<file path="config.mk">
export PLATFORM = sky130hd
export DESIGN_NAME = pwm_bank_ctrl
export DESIGN_NICKNAME = d
export VERILOG_FILES = /design/src/rtl/pwm_pkg.sv /design/src/rtl/pwm_channel.sv /design/src/rtl/pwm_bank_ctrl.sv
export SDC_FILE = /design/constraint.sdc
export NUM_CORES = 1
export LEC_CHECK = 0
export ABC_AREA = 1
export BUFFER_PORTS_ARGS = -buffer_cell sky130_fd_sc_hd__buf_2
export CAP_MARGIN = 20
export CORE_ASPECT_RATIO = 2
export CORE_MARGIN = 2
export CORE_UTILIZATION = 40
export CTS_BUF_LIST = sky130_fd_sc_hd__clkbuf_2
export DETAILED_ROUTE_END_ITERATION = 7
export GPL_ROUTABILITY_DRIVEN = 0
export HOLD_SLACK_MARGIN = 0.08
export PLACE_DENSITY = 0.57
export SYNTH_ARGS = -nofsm -noshare
export SYNTH_HDL_FRONTEND = slang
export SYNTH_SLANG_ARGS = --single-unit
</file>
<file path="constraint.sdc">
create_clock -name CLK -period 2.8 [get_ports CLK]
set_input_delay 0.14 -clock CLK [delete_from_list [all_inputs] [get_ports CLK]]
set_output_delay 0.14 -clock CLK [all_outputs]
set_load 0.01 [all_outputs]
</file>
<file path="src/rtl/pwm_pkg.sv">
// Shared defaults and helpers for the PWM bank controller.
package pwm_pkg;

    localparam int DEF_CHANNELS = 4;
    localparam int DEF_WIDTH    = 8;
    localparam int DEF_STEP     = 5;
    localparam int DEF_PRESCALE = 128;

    typedef enum logic {
        DIR_UP = 1'b0,
        DIR_DN = 1'b1
    } dir_e;

    // A single channel still needs a 1-bit select port.
    function automatic int sel_w(input int channels);
        return (channels > 1) ? $clog2(channels) : 1;
    endfunction

endpackage

</file>
<file path="src/rtl/pwm_channel.sv">
// One PWM output: holds the active duty and compares it against the period count.
module pwm_channel
    import pwm_pkg::*;
#(
    parameter int WIDTH = DEF_WIDTH
) (
    input  logic             CLK,
    input  logic             RST,
    input  logic             i_period_start,
    input  logic [WIDTH-1:0] i_pending,
    input  logic [WIDTH-1:0] i_cnt_nxt,
    output logic             o_pwm
);

    logic [WIDTH-1:0] r_active;
    logic             r_pwm;
    logic [WIDTH-1:0] w_active_nxt;

    // Compare against next-cycle values so the registered output lines up with cnt.
    assign w_active_nxt = i_period_start ? i_pending : r_active;

    always_ff @(posedge CLK) begin
        if (RST) begin
            r_active <= '0;
            r_pwm    <= 1'b0;
        end else begin
            r_active <= w_active_nxt;
            r_pwm    <= (i_cnt_nxt < w_active_nxt);
        end
    end

    assign o_pwm = r_pwm;

endmodule

</file>
<file path="src/rtl/pwm_bank_ctrl.sv">
// Button-driven PWM bank: shared prescaler/period counter, per-channel pending duty,
// channel select and an optional triangle ramp on the selected channel.
module pwm_bank_ctrl
    import pwm_pkg::*;
#(
    parameter int CHANNELS = DEF_CHANNELS,
    parameter int WIDTH    = DEF_WIDTH,
    parameter int STEP     = DEF_STEP,
    parameter int PRESCALE = DEF_PRESCALE
) (
    input  logic                       CLK,
    input  logic                       RST,
    input  logic                       up_pulse,
    input  logic                       dn_pulse,
    input  logic                       sel_pulse,
    input  logic                       ramp_en,
    output logic [CHANNELS-1:0]        pwm_out,
    output logic [sel_w(CHANNELS)-1:0] sel_ch,
    output logic [WIDTH-1:0]           duty_sel
);

    localparam int               SW       = sel_w(CHANNELS);
    localparam int               PW       = (PRESCALE > 1) ? $clog2(PRESCALE) : 1;
    localparam logic [WIDTH-1:0] DMAX     = '1;
    localparam logic [PW-1:0]    PRE_LAST = PW'(PRESCALE - 1);
    localparam logic [SW-1:0]    SEL_LAST = SW'(CHANNELS - 1);

    // Add/subtract one step with one spare bit so the limits clamp instead of wrapping.
    function automatic logic [WIDTH-1:0] sat_inc(input logic [WIDTH-1:0] d);
        logic [WIDTH:0] s;
        s = {1'b0, d} + (WIDTH + 1)'(STEP);
        return (s > {1'b0, DMAX}) ? DMAX : s[WIDTH-1:0];
    endfunction

    function automatic logic [WIDTH-1:0] sat_dec(input logic [WIDTH-1:0] d);
        return ({1'b0, d} < (WIDTH + 1)'(STEP)) ? '0 : d - WIDTH'(STEP);
    endfunction

    logic [PW-1:0]    r_pre;
    logic [WIDTH-1:0] r_cnt;
    logic [SW-1:0]    r_sel;
    dir_e             r_dir;
    logic [WIDTH-1:0] r_pending [CHANNELS];

    logic             w_tick;
    logic             w_period_start;
    logic [WIDTH-1:0] w_cnt_nxt;
    logic [WIDTH-1:0] w_cur;
    logic             w_upd_en;
    logic [WIDTH-1:0] w_upd_val;
    dir_e             w_dir_nxt;

    assign w_tick         = (r_pre == PRE_LAST);
    assign w_period_start = w_tick && (r_cnt == DMAX);
    assign w_cnt_nxt      = w_tick ? r_cnt + 1'b1 : r_cnt;
    assign w_cur          = r_pending[r_sel];

    always_comb begin
        w_upd_en  = 1'b0;
        w_upd_val = w_cur;
        w_dir_nxt = r_dir;
        if (ramp_en) begin
            if (w_period_start) begin
                w_upd_en  = 1'b1;
                w_upd_val = (r_dir == DIR_UP) ? sat_inc(w_cur) : sat_dec(w_cur);
                if (w_upd_val == DMAX) begin
                    w_dir_nxt = DIR_DN;
                end else if (w_upd_val == '0) begin
                    w_dir_nxt = DIR_UP;
                end
            end
        end else if (up_pulse != dn_pulse) begin
            w_upd_en  = 1'b1;
            w_upd_val = up_pulse ? sat_inc(w_cur) : sat_dec(w_cur);
        end
    end

    always_ff @(posedge CLK) begin
        if (RST) begin
            r_pre <= '0;
            r_cnt <= '0;
            r_sel <= '0;
            r_dir <= DIR_UP;
        end else begin
            r_pre <= w_tick ? '0 : r_pre + 1'b1;
            r_cnt <= w_cnt_nxt;
            r_dir <= w_dir_nxt;
            if (sel_pulse) begin
                r_sel <= (r_sel == SEL_LAST) ? '0 : r_sel + 1'b1;
            end
        end
    end

    // The update targets the select value of this cycle, even if sel advances too.
    always_ff @(posedge CLK) begin
        for (int i = 0; i < CHANNELS; i++) begin
            if (RST) begin
                r_pending[i] <= '0;
            end else if (w_upd_en && (r_sel == SW'(i))) begin
                r_pending[i] <= w_upd_val;
            end
        end
    end

    for (genvar g = 0; g < CHANNELS; g++) begin : g_ch
        pwm_channel #(
            .WIDTH(WIDTH)
        ) u_ch (
            .CLK           (CLK),
            .RST           (RST),
            .i_period_start(w_period_start),
            .i_pending     (r_pending[g]),
            .i_cnt_nxt     (w_cnt_nxt),
            .o_pwm         (pwm_out[g])
        );
    end

    assign sel_ch   = r_sel;
    assign duty_sel = w_cur;

endmodule
</file>
* After elaboration in Yosys (flattened, before gate mapping) *
Memory sizes are Yosys's and may differ from the RTL's. A register that Yosys moved wholly into a read port is not among the register bits.
Index checks and enable logic that the tools add are counted.

word-level totals
  register bits after elaboration = 54
  memory bits (writable) = 32
  output and inout bits = 14
  logic and storage cells = 83
  memories = 1

cells by class
  $add $sub $neg = 5
  magnitude comparators = 6
  equal/unequal tests = 7
  mux-type cells = 38
  bitwise logic cells = 4
  reductions and logical operators = 10

memory list
  memory     depth  bits a word  read ports  clocked after memory_dff  write ports  RTL line             RTL
  r_pending  4      8            5           1                         4            pwm_bank_ctrl.sv:43  logic [WIDTH-1:0] r_pending [CHANNELS];

operators with widths
  kind                                                            number
  2-to-1 mux 8 bit                                                16
  < comparator 8 bit                                              4
  2-to-1 mux 1 bit                                                19
  == test 8 bit (second input constant)                           2
  adder 8 x 3 -> 9 bit (second input constant)                    1
  greater-than comparator 9 x 8 -> 1 bit (second input constant)  1
  adder 8 x 1 -> 8 bit (second input constant)                    1
  zero test 8 bit                                                 1
  < comparator 8 x 3 -> 1 bit (second input constant)             1
  subtractor 8 x 3 -> 8 bit (second input constant)               1
  adder 7 x 1 -> 7 bit (second input constant)                    1
  == test 7 bit (second input constant)                           1
  2-to-1 mux 2 bit                                                3
  logical AND 1 bit                                               5
  == test 2 bit (second input constant)                           2
  bitwise OR 1 bit                                                4
  AND reduction 3 bit                                             1
  adder 2 x 1 -> 2 bit (second input constant)                    1
  == test 2 x 1 -> 1 bit (second input constant)                  1
  zero test 2 bit                                                 1
  nonzero test 2 bit                                              1
  OR reduction 2 bit                                              1
  != test 1 bit                                                   1

* Longest topological paths before layout *
  depth in word-level cells = 9
  gate-level depth with buffers = 23

* Hierarchy *
A second synthesis with hierarchy kept.

second synthesis, totals
  cells, all modules = 674
  area total of the unflattened synthesis = 5,446.5 um2

by module, submodules not included
  module         instances  cells each  area an instance (um2)  seq. area each (um2)
  pwm_bank_ctrl  1          446         3,474.6                 1,361.3
  pwm_channel    4          57          493.0                   180.2

* Worst setup path before layout *
OpenSTA, ideal clock, no wires.

  path kind = flip-flop to flip-flop
  start point = register r_pre[0]
  end point = register g_ch[1].u_ch.r_pwm
  library setup time = 131 ps
  arrival time = 2,439 ps
  data required time = 2,669 ps
  setup slack = 230 ps
  cell stages (with the launch flop) = 20
  path through = dfxtp_1 -> ha_1 -> nand3_1 -> nor2_1 -> nand2_1 -> nor2_4 -> nand3_1 -> nor2_1 -> inv_1 -> clkbuf_1 -> buf_2 -> buf_2 -> nor2_1 -> a21oi_1 -> ha_1 -> o21ai_0 -> nand2_1 -> nand3_1 -> a21oi_1 -> nor3_1

between the ends
  cells in the longest elaborated chain, start to end = 4
  elaborated cells between the ends (all ways) = 5
  classes of those cells = order compare: 1; eq/ne: 1; mux: 2; reduce/logical: 1

ends and longest elaborated chain
  item                    RTL line             RTL
  from (decl)             pwm_bank_ctrl.sv:39  logic [PW-1:0] r_pre;
  from (signal assigned)  pwm_bank_ctrl.sv:85  r_pre <= w_tick ? '0 : r_pre + 1'b1;
  == test 7 bit *         pwm_bank_ctrl.sv:53  assign w_tick = (r_pre == PRE_LAST);
  logical AND 1 bit       pwm_bank_ctrl.sv:54  assign w_period_start = w_tick && (r_cnt == DMAX);
  2-to-1 mux 8 bit        pwm_channel.sv:20    assign w_active_nxt = i_period_start ? i_pending : r_active;
  < comparator 8 bit *    pwm_channel.sv:28    r_pwm <= (i_cnt_nxt < w_active_nxt);
  to (signal assigned)    pwm_channel.sv:28
  to (decl)               pwm_channel.sv:16    logic r_pwm;

Every way passes the cells marked *; elsewhere a longest branch is shown, timed or not.
A chain may end at the register's enable or synchronous reset.

* Worst setup path after layout *
  start point = register r_pre[1]
  end point = register g_ch[1].u_ch.r_pwm

between the ends
  elaborated cells between the ends (all ways) = 5
  classes of those cells = order compare: 1; eq/ne: 1; mux: 2; reduce/logical: 1

RTL lines
  item                           RTL line             RTL
  == test 7 bit                  pwm_bank_ctrl.sv:53
  2-to-1 mux 8 bit               pwm_bank_ctrl.sv:55  assign w_cnt_nxt = w_tick ? r_cnt + 1'b1 : r_cnt;
  net g_ch[0].u_ch.i_cnt_nxt[7]  pwm_channel.sv:11    input logic [WIDTH-1:0] i_cnt_nxt,
  < comparator 8 bit             pwm_channel.sv:28

The timed path passes the listed nets, and every way through them passes these cells.

==> impl_metrics.yaml <==
timing:
  rsz0062_at_grt: "yes"
  worst_pin_slew_ns: 0.659
  finalHoldViolCount: 0
  min_period_over_period_pct: 95.2
  fin_skew_ns: 0.0501
  fin_ws_ns: 0.133
  finalSetupViolCount: 0
  relSlewSlack_pct: 55.6
  period_minus_slack_ns: 2.67
  fmax_mhz: 375
  slew_viol_final: 0
worst_setup_path:
  crit_required_ns: 3.23
  cpPeakStageDelay_ns: 0.42
  cp_max_fo: 5
  critPathBufInv: 2
  crit_type: "flip-flop to flip-flop"
  critPathTopFamily: "simple AND/OR/NAND/NOR gates"
  end_kind: "flip-flop"
  slowest_stage: "dfxtp_2"
  arrival_ns: 3.09
  start_kind: "flip-flop"
  path_cells: "ha_4 -> nand3_4 -> nor2_4 -> nand2_4 -> nor2_4 -> nand4_1 -> nand3b_1 -> nor2_1 -> nand2_2 -> xor2_4 -> buf_4 -> ha_4 -> nand2_1 -> inv_1 -> nand3_2 -> a21oi_2 -> nor3_1"
die:
  die-area_sq_um: 13900
  core-area_sq_um: 12600
  dieWidth_microns: 84.3
  die_h_microns: 165
  rows: 58
  ios: 20
  start_util_pct: 41.1
detailed_routing:
  first_iter_violations: 262
  ant_nets: 0
  dr.pass1.iters: 5
  wl_microns: 14800
  drc: 0
  routedWlPerCell_microns: 17.0
  via_per_inst: 5.30
  routed-via-count: 4629
place:
  dpl.hpwl_microns: 11700
  dp_cells: 842
  io_buffer_count: 19
  place_ws_ns: -0.175
synthesis:
  synth_area_sq_um: 5160
  syn_inst: 666
  synth_cell_types: 39
  synth.avg_cell_area_sq_um: 7.75
  seq_area_frac_synth_pct: 40.3
  yosysWarnings: 0
  ys_ff_latch: 88
  syn_nets: 709
cts:
  insertion_delay_ns: 0.54
  path_clk_slew_ns: 0.27
  cts_sinks: 88
  cts_tree: "yes"
  clk_path_buf_depth: 2
  numCtsBuffers: 9
  htreeDepth: 3
  ctsRootBufferMaster: "clkbuf_2"
power:
  vdd_drop_max_mv: 0.200
  p_leak_nw: 2.71
  pwr_density_cell_nw_per_um2: 448
cells_and_area:
  nets: 760
  syn2layout_area_growth_pct: 16.6
  drive_above_1_share_pct: 20.9
  final_cells: 873
global_routing:
  use_met2_pct: 44.3
  grt_util_met3_pct: 2.45
  grt_pass1_vias: 4728
  grt_pass1_wl_microns: 23100
  busiest_layer: "met2"
  grt_max_degree: 50
  met1_usage_pct: 18.4
  overflow: 0
  groute.usage.overall_pct: 21.9
  grt_antenna_before_repair: 1
worst_hold_path:
  worstHoldPathType: "primary input to flip-flop"
run:
  drv_cap: 0
outcome:
  status: "finished, final reports clean"
[what timing repair did]
action / in CTS / in global routing
gates resized for setup: 10 / 41
endpoints found under the setup margin: 6 / 53
hold buffers: 3 / 0
hold endpoints to repair: 6 / 0
buffers inserted: 4 / 7
pin swaps: 3 / 9
[placed cells by master (no fill, tap or decap), types with 8 or more instances in the layout]
cell / Yosys / final
a21oi_1: 51 / 44
a21oi_2: 1 / 8
buf_2: 5 / 19
buf_4: 4 / 34
clkbuf_2: 0 / 9
dfxtp_1: 56 / 51
edfxtp_1: 32 / 32
ha_1: 37 / 32
inv_1: 72 / 71
mux2i_1: 14 / 10
nand2_1: 117 / 114
nand2_2: 15 / 17
nand3_1: 38 / 35
nand4_1: 11 / 11
nor2_1: 119 / 115
nor3_1: 11 / 9
o21ai_0: 23 / 21
[registers in the layout (all words and copies together), names as in the netlist, named ones only]
signal and cells:
g_ch.u_ch.r_active 32, r_pending 32, r_cnt 8, r_pre 7, g_ch.u_ch.o_pwm 4, sel_ch 2
r_dir 1
[power by group]
group / leakage, nW / switching [mW] / internal, mW
registers: 0.787 / 0.0231 / 1.36
clock network: 0.0733 / 0.458 / 0.217
logic: 1.85 / 0.430 / 0.210
total: 2.71 / 0.911 / 1.79
[cell families after synthesis]
family	after synthesis	share of synthesized area, %
and+or+nand+nor	330	28.5
buffers and inverters	97	8.12
AOI/OAI and AO/OA	90	9.67
DFF	88	40.3
adders and majority gates	37	8.97
muxes	14	2.72
xor gates and xnor gates	10	1.70
[through the flow]
step	power (mW)	util [%]	TNS [ns]	hold WS (ns)	cell area, sq um
floorplan	1.79	-	0	0.339	5160
global placement	1.99	44.1	-0.340	0.429	5540
detailed placement	2.00	44.1	-0.518	0.445	5540
CTS	2.68	45.9	0	0.160	5770
global route	2.84	47.9	-0.411	0.191	6020
finish	2.70	47.9	0	0.219	6020
[synth_stat cells]
master	n	area, sq um
buf_8	1	15.0
a221oi_1	3	26.3
dfxtp_1	56	1120
clkbuf_1	7	26.3
o21ai_1	4	20.0
mux2i_1	14	140
inv_2	3	11.3
buf_2	5	25.0
a21oi_2	1	8.76
and2_1	1	6.26
inv_1	72	270
nor2_4	3	33.8
buf_1	1	3.75
o21ai_0	23	115
edfxtp_1	32	961
nor2_1	119	447
nand2_2	15	93.8
ha_1	37	463
o21ai_2	2	17.5
nand2_4	2	22.5
xnor2_1	2	17.5
o221ai_1	1	8.76
or2_2	1	6.26
inv_8	1	11.3
nand3b_1	1	7.51
nand3_1	38	190
nor3_1	11	55.1
o211ai_1	3	22.5
a211oi_2	2	25.0
nor2_2	4	25.0
a21oi_1	51	255
buf_4	4	30.0
nand3_2	5	50.1
clkinv_1	1	3.75
nand4_2	2	25.0
buf_6	2	22.5
nand2_1	117	439
nand4_1	11	68.8
xor2_1	8	70.1
[path summary, 6_finish.rpt]
path / start / end / slack [ns] / depth (start not counted)
worst max-delay path: r_pre[1] / g_ch[1].u_ch.o_pwm / 0.13 / 17
worst min-delay path: dn_pulse / r_pending[0][0] / 0.22 / 6
worst max register to register: r_pre[1] / g_ch[1].u_ch.o_pwm / 0.13 / 17
worst min register to register: g_ch[1].u_ch.r_active[0] / g_ch[1].u_ch.r_active[0] / 0.52 / 2
[tightest hold or removal path: cells and delay by family]
family,cells,cell delay (ns)
buffers and inverters,2,0.16
AND/OR/NAND/NOR,2,0.17
AO/OA/AOI/OAI,2,0.17
[cell type report]
type	count	area (sq um)
Antenna cell	1	2.50
Fill cell	1230	6540
Clock inverter	7	77.6
Timing Repair Buffer	60	434
Inverter	77	297
Multi-Input combinational cell	481	2890
Sequential cell	88	2090
Tap cell	150	188
Clock buffer	9	45.0
[per-layer routing]
layer	wire (microns)	part of all wire [%]
met1	4830	33
met4	1080	7.3
met2	8520	58
met5	0	0
met3	371	2.5
No activity file was read; power rests on OpenSTA's default activity.
